--- config.mk ---
export PLATFORM = sky130hd
export DESIGN_NAME = upsample4x_line_replicator
export DESIGN_NICKNAME = d
export VERILOG_FILES = /design/src/rtl/upsample4x_line_replicator.sv
export SDC_FILE = /design/constraint.sdc
export NUM_CORES = 2
export LEC_CHECK = 0
export ABC_AREA = 1
export CAP_MARGIN = 10
export CORE_ASPECT_RATIO = 1.25
export CORE_MARGIN = 1
export CORE_UTILIZATION = 50
export DETAILED_ROUTE_END_ITERATION = 12
export PLACE_DENSITY_LB_ADDON = 0.15
export SETUP_SLACK_MARGIN = 0.3
export SLEW_MARGIN = 40
export SYNTH_ARGS = -nofsm -noshare
export SYNTH_HDL_FRONTEND = slang
export SYNTH_SLANG_ARGS = --single-unit
--- constraint.sdc ---
create_clock -name clock -period 2.89 [get_ports clock]
set_input_delay 0.7225 -clock clock [delete_from_list [all_inputs] [get_ports clock]]
set_output_delay 0.7225 -clock clock [all_outputs]
set_load 0.1 [all_outputs]
--- src/rtl/upsample4x_line_replicator.sv ---
// 4x nearest-neighbour upsampler: ping-pong line buffers, each pixel and
// each line replayed four times, valid/ready on both ends.
module upsample4x_line_replicator #(
   parameter int WIDTH  = 210,
   parameter int HEIGHT = 120
) (
   input  logic       clock,
   input  logic       reset,
   input  logic [7:0] din,
   input  logic       valid,
   output logic       ready,
   output logic [7:0] dout,
   output logic       validout,
   input  logic       out_ready,
   output logic [9:0] rowcount,
   output logic [9:0] colcount
);

   localparam int CW = (WIDTH > 1) ? $clog2(WIDTH) : 1;
   localparam logic [CW-1:0] WCOL_LAST = CW'(WIDTH - 1);
   localparam logic [9:0]    OCOL_LAST = 10'(4 * WIDTH - 1);
   localparam logic [9:0]    OROW_LAST = 10'(4 * HEIGHT - 1);

   typedef enum logic {IDLE, EMIT} state_t;

   logic [7:0]    bank0 [WIDTH];
   logic [7:0]    bank1 [WIDTH];
   logic [1:0]    full;
   logic          wbank;
   logic          rbank;
   logic [CW-1:0] wcol;
   state_t        state;
   state_t        state_next;
   logic [9:0]    ocol;
   logic [9:0]    orow;
   logic [1:0]    rep;
   logic          accept;
   logic          line_done;
   logic          step;
   logic          release_bank;
   logic [CW-1:0] ridx;
   logic [7:0]    pix;

   assign ready     = !full[wbank];
   assign accept    = valid && ready;
   assign line_done = accept && (wcol == WCOL_LAST);
   assign ridx      = CW'(ocol >> 2);
   assign pix       = rbank ? bank1[ridx] : bank0[ridx];

   // Line buffer storage; contents need no reset since full flags gate use.
   always_ff @(posedge clock) begin
      if (accept) begin
         if (wbank) bank1[wcol] <= din;
         else       bank0[wcol] <= din;
      end
   end

   // Write column and write bank pointer.
   always_ff @(posedge clock or negedge reset) begin
      if (!reset) begin
         wcol  <= '0;
         wbank <= 1'b0;
      end else if (accept) begin
         if (line_done) begin
            wcol  <= '0;
            wbank <= ~wbank;
         end else begin
            wcol <= wcol + 1'b1;
         end
      end
   end

   // Full flags: set by writer at line end, cleared by reader after the 4th
   // replay; a set and a clear on one edge always target different banks.
   always_ff @(posedge clock or negedge reset) begin
      if (!reset) begin
         full <= '0;
      end else begin
         if (line_done)    full[wbank] <= 1'b1;
         if (release_bank) full[rbank] <= 1'b0;
      end
   end

   // Read FSM state register.
   always_ff @(posedge clock or negedge reset) begin
      if (!reset) state <= IDLE;
      else        state <= state_next;
   end

   // Read FSM next state, pixel advance and bank release.
   always_comb begin
      state_next   = state;
      step         = 1'b0;
      release_bank = 1'b0;
      case (state)
         IDLE: begin
            if (full[rbank]) state_next = EMIT;
         end
         EMIT: begin
            step = !validout || out_ready;
            if (step && (ocol == OCOL_LAST) && (rep == 2'd3)) begin
               release_bank = 1'b1;
               state_next   = full[~rbank] ? EMIT : IDLE;
            end
         end
      endcase
   end

   // Output column, replay count, output row and read bank.
   always_ff @(posedge clock or negedge reset) begin
      if (!reset) begin
         ocol  <= '0;
         orow  <= '0;
         rep   <= '0;
         rbank <= 1'b0;
      end else begin
         if (step) begin
            if (ocol == OCOL_LAST) begin
               ocol <= '0;
               rep  <= rep + 1'b1;
               orow <= (orow == OROW_LAST) ? '0 : orow + 1'b1;
            end else begin
               ocol <= ocol + 1'b1;
            end
         end
         if (release_bank) rbank <= ~rbank;
      end
   end

   // Output register: load on advance, drop valid once taken, hold when stalled.
   always_ff @(posedge clock or negedge reset) begin
      if (!reset) begin
         dout     <= '0;
         validout <= 1'b0;
         rowcount <= '0;
         colcount <= '0;
      end else if (step) begin
         dout     <= pix;
         validout <= 1'b1;
         rowcount <= orow;
         colcount <= ocol;
      end else if (out_ready) begin
         validout <= 1'b0;
      end
   end

endmodule
==> results.toml <==
[yosys]
synth_top_area_share_pct = 71.7
synth_seq_cells = 3424
synth-main-ff-cell = "edfxtp_1"
netlist_instances = 12309
synthesis.nets = 12328
syn_area_um2 = 141000
synth-async-reset-ratio_pct = 1.87
ys_seq_area_share_pct = 72.8
yosys.area.top_type = "edfxtp_1"
syn_avg_cell_area_um2 = 11.4
ys_warn_count = 0
yosysUniqueCellTypes = 34
synth_edf_count = 3360
synthTopCellsByArea = "edfxtp_1 72%, nand2_1 5.9%, nor2_1 5.8%, o21ai_0 5.2%, nand3_1 1.8%"

[timing]
tightest_slew_ps = 910
hold_viol = 0
setup_tns_ps = -234
min_period_over_period_pct = 103
finClkSkew_ps = 61.7
fin_ws_ps = -81.0
holdWs_ps = 234
setup_viol_count_final = 7
relSlewSlack_pct = 39.4
period_needed_ps = 2970
rsz0062_at_grt = "true"
max_freq_mhz = 337
slew_viol_final = 0

[clock_network]
cts.htree.levels = 5
root_buffer = "clkbuf_16"
cts_tree = "done"
clk_pin_slew_ps = 70
numCtsBuffers = 341
clk_latency_ps = 920
cts.sinks = 3424
clk_path_buf_depth = 4

[final_layout]
area_growth_pct = 17.6
fin_util_pct = 59.2
stdcell_count = 17044
finish.instance_area_um2 = 166000
seq_area_um2 = 103000
final_nets = 13063
multiInputGateArea_um2 = 33200
drive_gt1_share_pct = 13.7
nFillCells = 22341

[routing]
dr.pass1.iters = 6
wl_um = 418000
post_drt_wl_per_cell_um = 24.5
antenna_left = 0
drtIter0Drc = 10581
drc = 0
drt-vias-per-instance = 5.69
vias = 96970

[global_routing]
first_global_vias = 95344
grt.total_usage_pct = 29.1
gr-total-overflow = 0
antenna_found_initial = 9
grt_max_degree = 89
grt_pass1_wl_um = 618000

[power_and_ir_drop]
p_leak_nw = 60.2
fin_total_pwr_mw = 158
power.internal_mw = 99.1
sw_frac_of_total_pct = 37.5
clkPwrFrac_pct = 27.7
peakVddDrop_mv = 0.642
seqPwrFrac_pct = 35.0
cellPowerDensity_nw_per_um2 = 957
combPwrFrac_pct = 37.3
power.net_switching_mw = 59.4

[setup_path]
required_ps = 3680
critPathArrivalTime_ps = 3760
worst_setup_path_start_kind = "flop"
rrSetupSlack_ps = -80
r2r_end = "dout[3]"
end_kind = "flop"
reg2reg_depth = 16
r2r_start = "ocol[2]"
cp_max_fo = 31
endpoint = "dout[3]"
critPathLaunch = "ocol[2]"
path_class = "reg -> reg"

[placed_design]
dpl.hpwl_um = 261000
io_buffers = 41
dpl_cell_area_um2 = 154000
post-place-ws_ps = -394
dpl.cell_count = 16401
gp_congestion = 0.894

[die]
rows = 217
io_pins = 42
start_util_pct = 50.3
dieArea_um2 = 284000
die_y_um = 595
die_w_um = 477
coreArea_um2 = 280000

[status]
run_status = "finished, violations left"
violations = "negative setup slack"

[hold_path]
hold_path_class = "in -> reg"
holdPathStages = 1

[job]
cap_viol_max_count = 0
[worst max-delay path, cell delays in order, from the launching register on]
cell and delay, ps:
dfrtp_4 580, buf_16 220, buf_4 240, nor2_1 120, nor2_1 40, o21ai_0 70
nand2_1 70, nand2_1 70, nand2_1 80, nor2_1 190, nand2_1 180, nand3_1 220
nand3_1 240, a21oi_1 210, nand2_2 150, nand2_1 100, nand2_1 50
[state kept, by name (all words and copies together), names as in the netlist]
name	count
bank0	1680
bank1	1680
colcount	10
dout	8
full	2
ocol	10
orow	10
rbank	1
rep	2
rowcount	10
state	1
validout	1
wbank	1
wcol	8
[logic make-up after synthesis]
family | share of synthesized area [%]
xor+xnor | 0.0498
fa+ha+maj | 0.0622
simple gates | 15.4
flops | 72.8
compound gates | 7.56
buf+inv | 4.09
[cells in the mapped netlist (all sizes together), types with 2 or more instances]
master,n
ha,7
nand2,2209
nor2,2175
clkbuf,418
nor4,3
nand4,48
clkinv,25
or2,6
nor3b,4
nand3,513
a21oi,285
and3,10
o21ai,1583
nor3,425
inv,548
xor2,8
o22ai,165
buf,403
nand3b,15
dfrtp,64
o21a,2
o211ai,30
edfxtp,3360
[power by group through the flow]
stage               logic (mW)  registers (mW)  clock network (mW)
detailed placement        56.8            56.5                   0
finish                    59.2            55.5                43.8
global placement          56.5            56.5                   0
floorplan                 30.8            56.9                   0
global route              63.7            55.5                46.1
CTS                       58.3            55.5                44.3
[layout make-up]
type	instances	area share, %
flip-flops and latches	3424	61.9
multi-input cells	7491	20.0
repair buffers	1213	7.33
clock buffers	424	5.46
well taps	3723	2.81
inverters	573	1.33
clock inverters	189	1.09
diodes	7	0.0106
[how the worst min path moves through the flow]
stage	startpoint	endpoint	slack, ps
after global routing	din[2]	bank0[14][2]	200
after global placement	rowcount[6]	rowcount[6]	460
final	din[2]	bank0[66][2]	230
after CTS	din[2]	bank0[14][2]	180
after floorplan	reset	colcount[0]	430
after detailed placement	rep[0]	rep[0]	470
[layout by cell type (no fill, tap or decap), drive strengths merged, types with 15 or more instances in the layout]
cell type	instances
a21oi	285
buf	1201
bufinv	32
clkbuf	427
clkinv	151
clkinvlp	17
dfrtp	64
edfxtp	3360
inv	562
nand2	2209
nand3	513
nand3b	15
nand4	48
nor2	2175
nor3	425
o211ai	30
o21ai	1583
o22ai	165
[repair_timing]
item,4_1_cts,5_1_grt
hold endpoints to repair,37,0
gates cloned,6,3
pin swaps,4,7
setup endpoints to repair,26,23
gates resized for setup,107,40
buffers inserted,9,4
hold buffers,1,0
[metal layers]
metal | vias to the layer above | share of wire [%] | GRT usage, %
li1 | 44250 | - | -
met1 | 47874 | 40 | 38.8
met3 | 795 | 7.6 | 4.17
met4 | 2 | 4.1 | 11.1
met5 | - | 0.0031 | 0
met2 | 4049 | 48 | 48.3
Note: power is estimated with default switching activity, not from simulation.
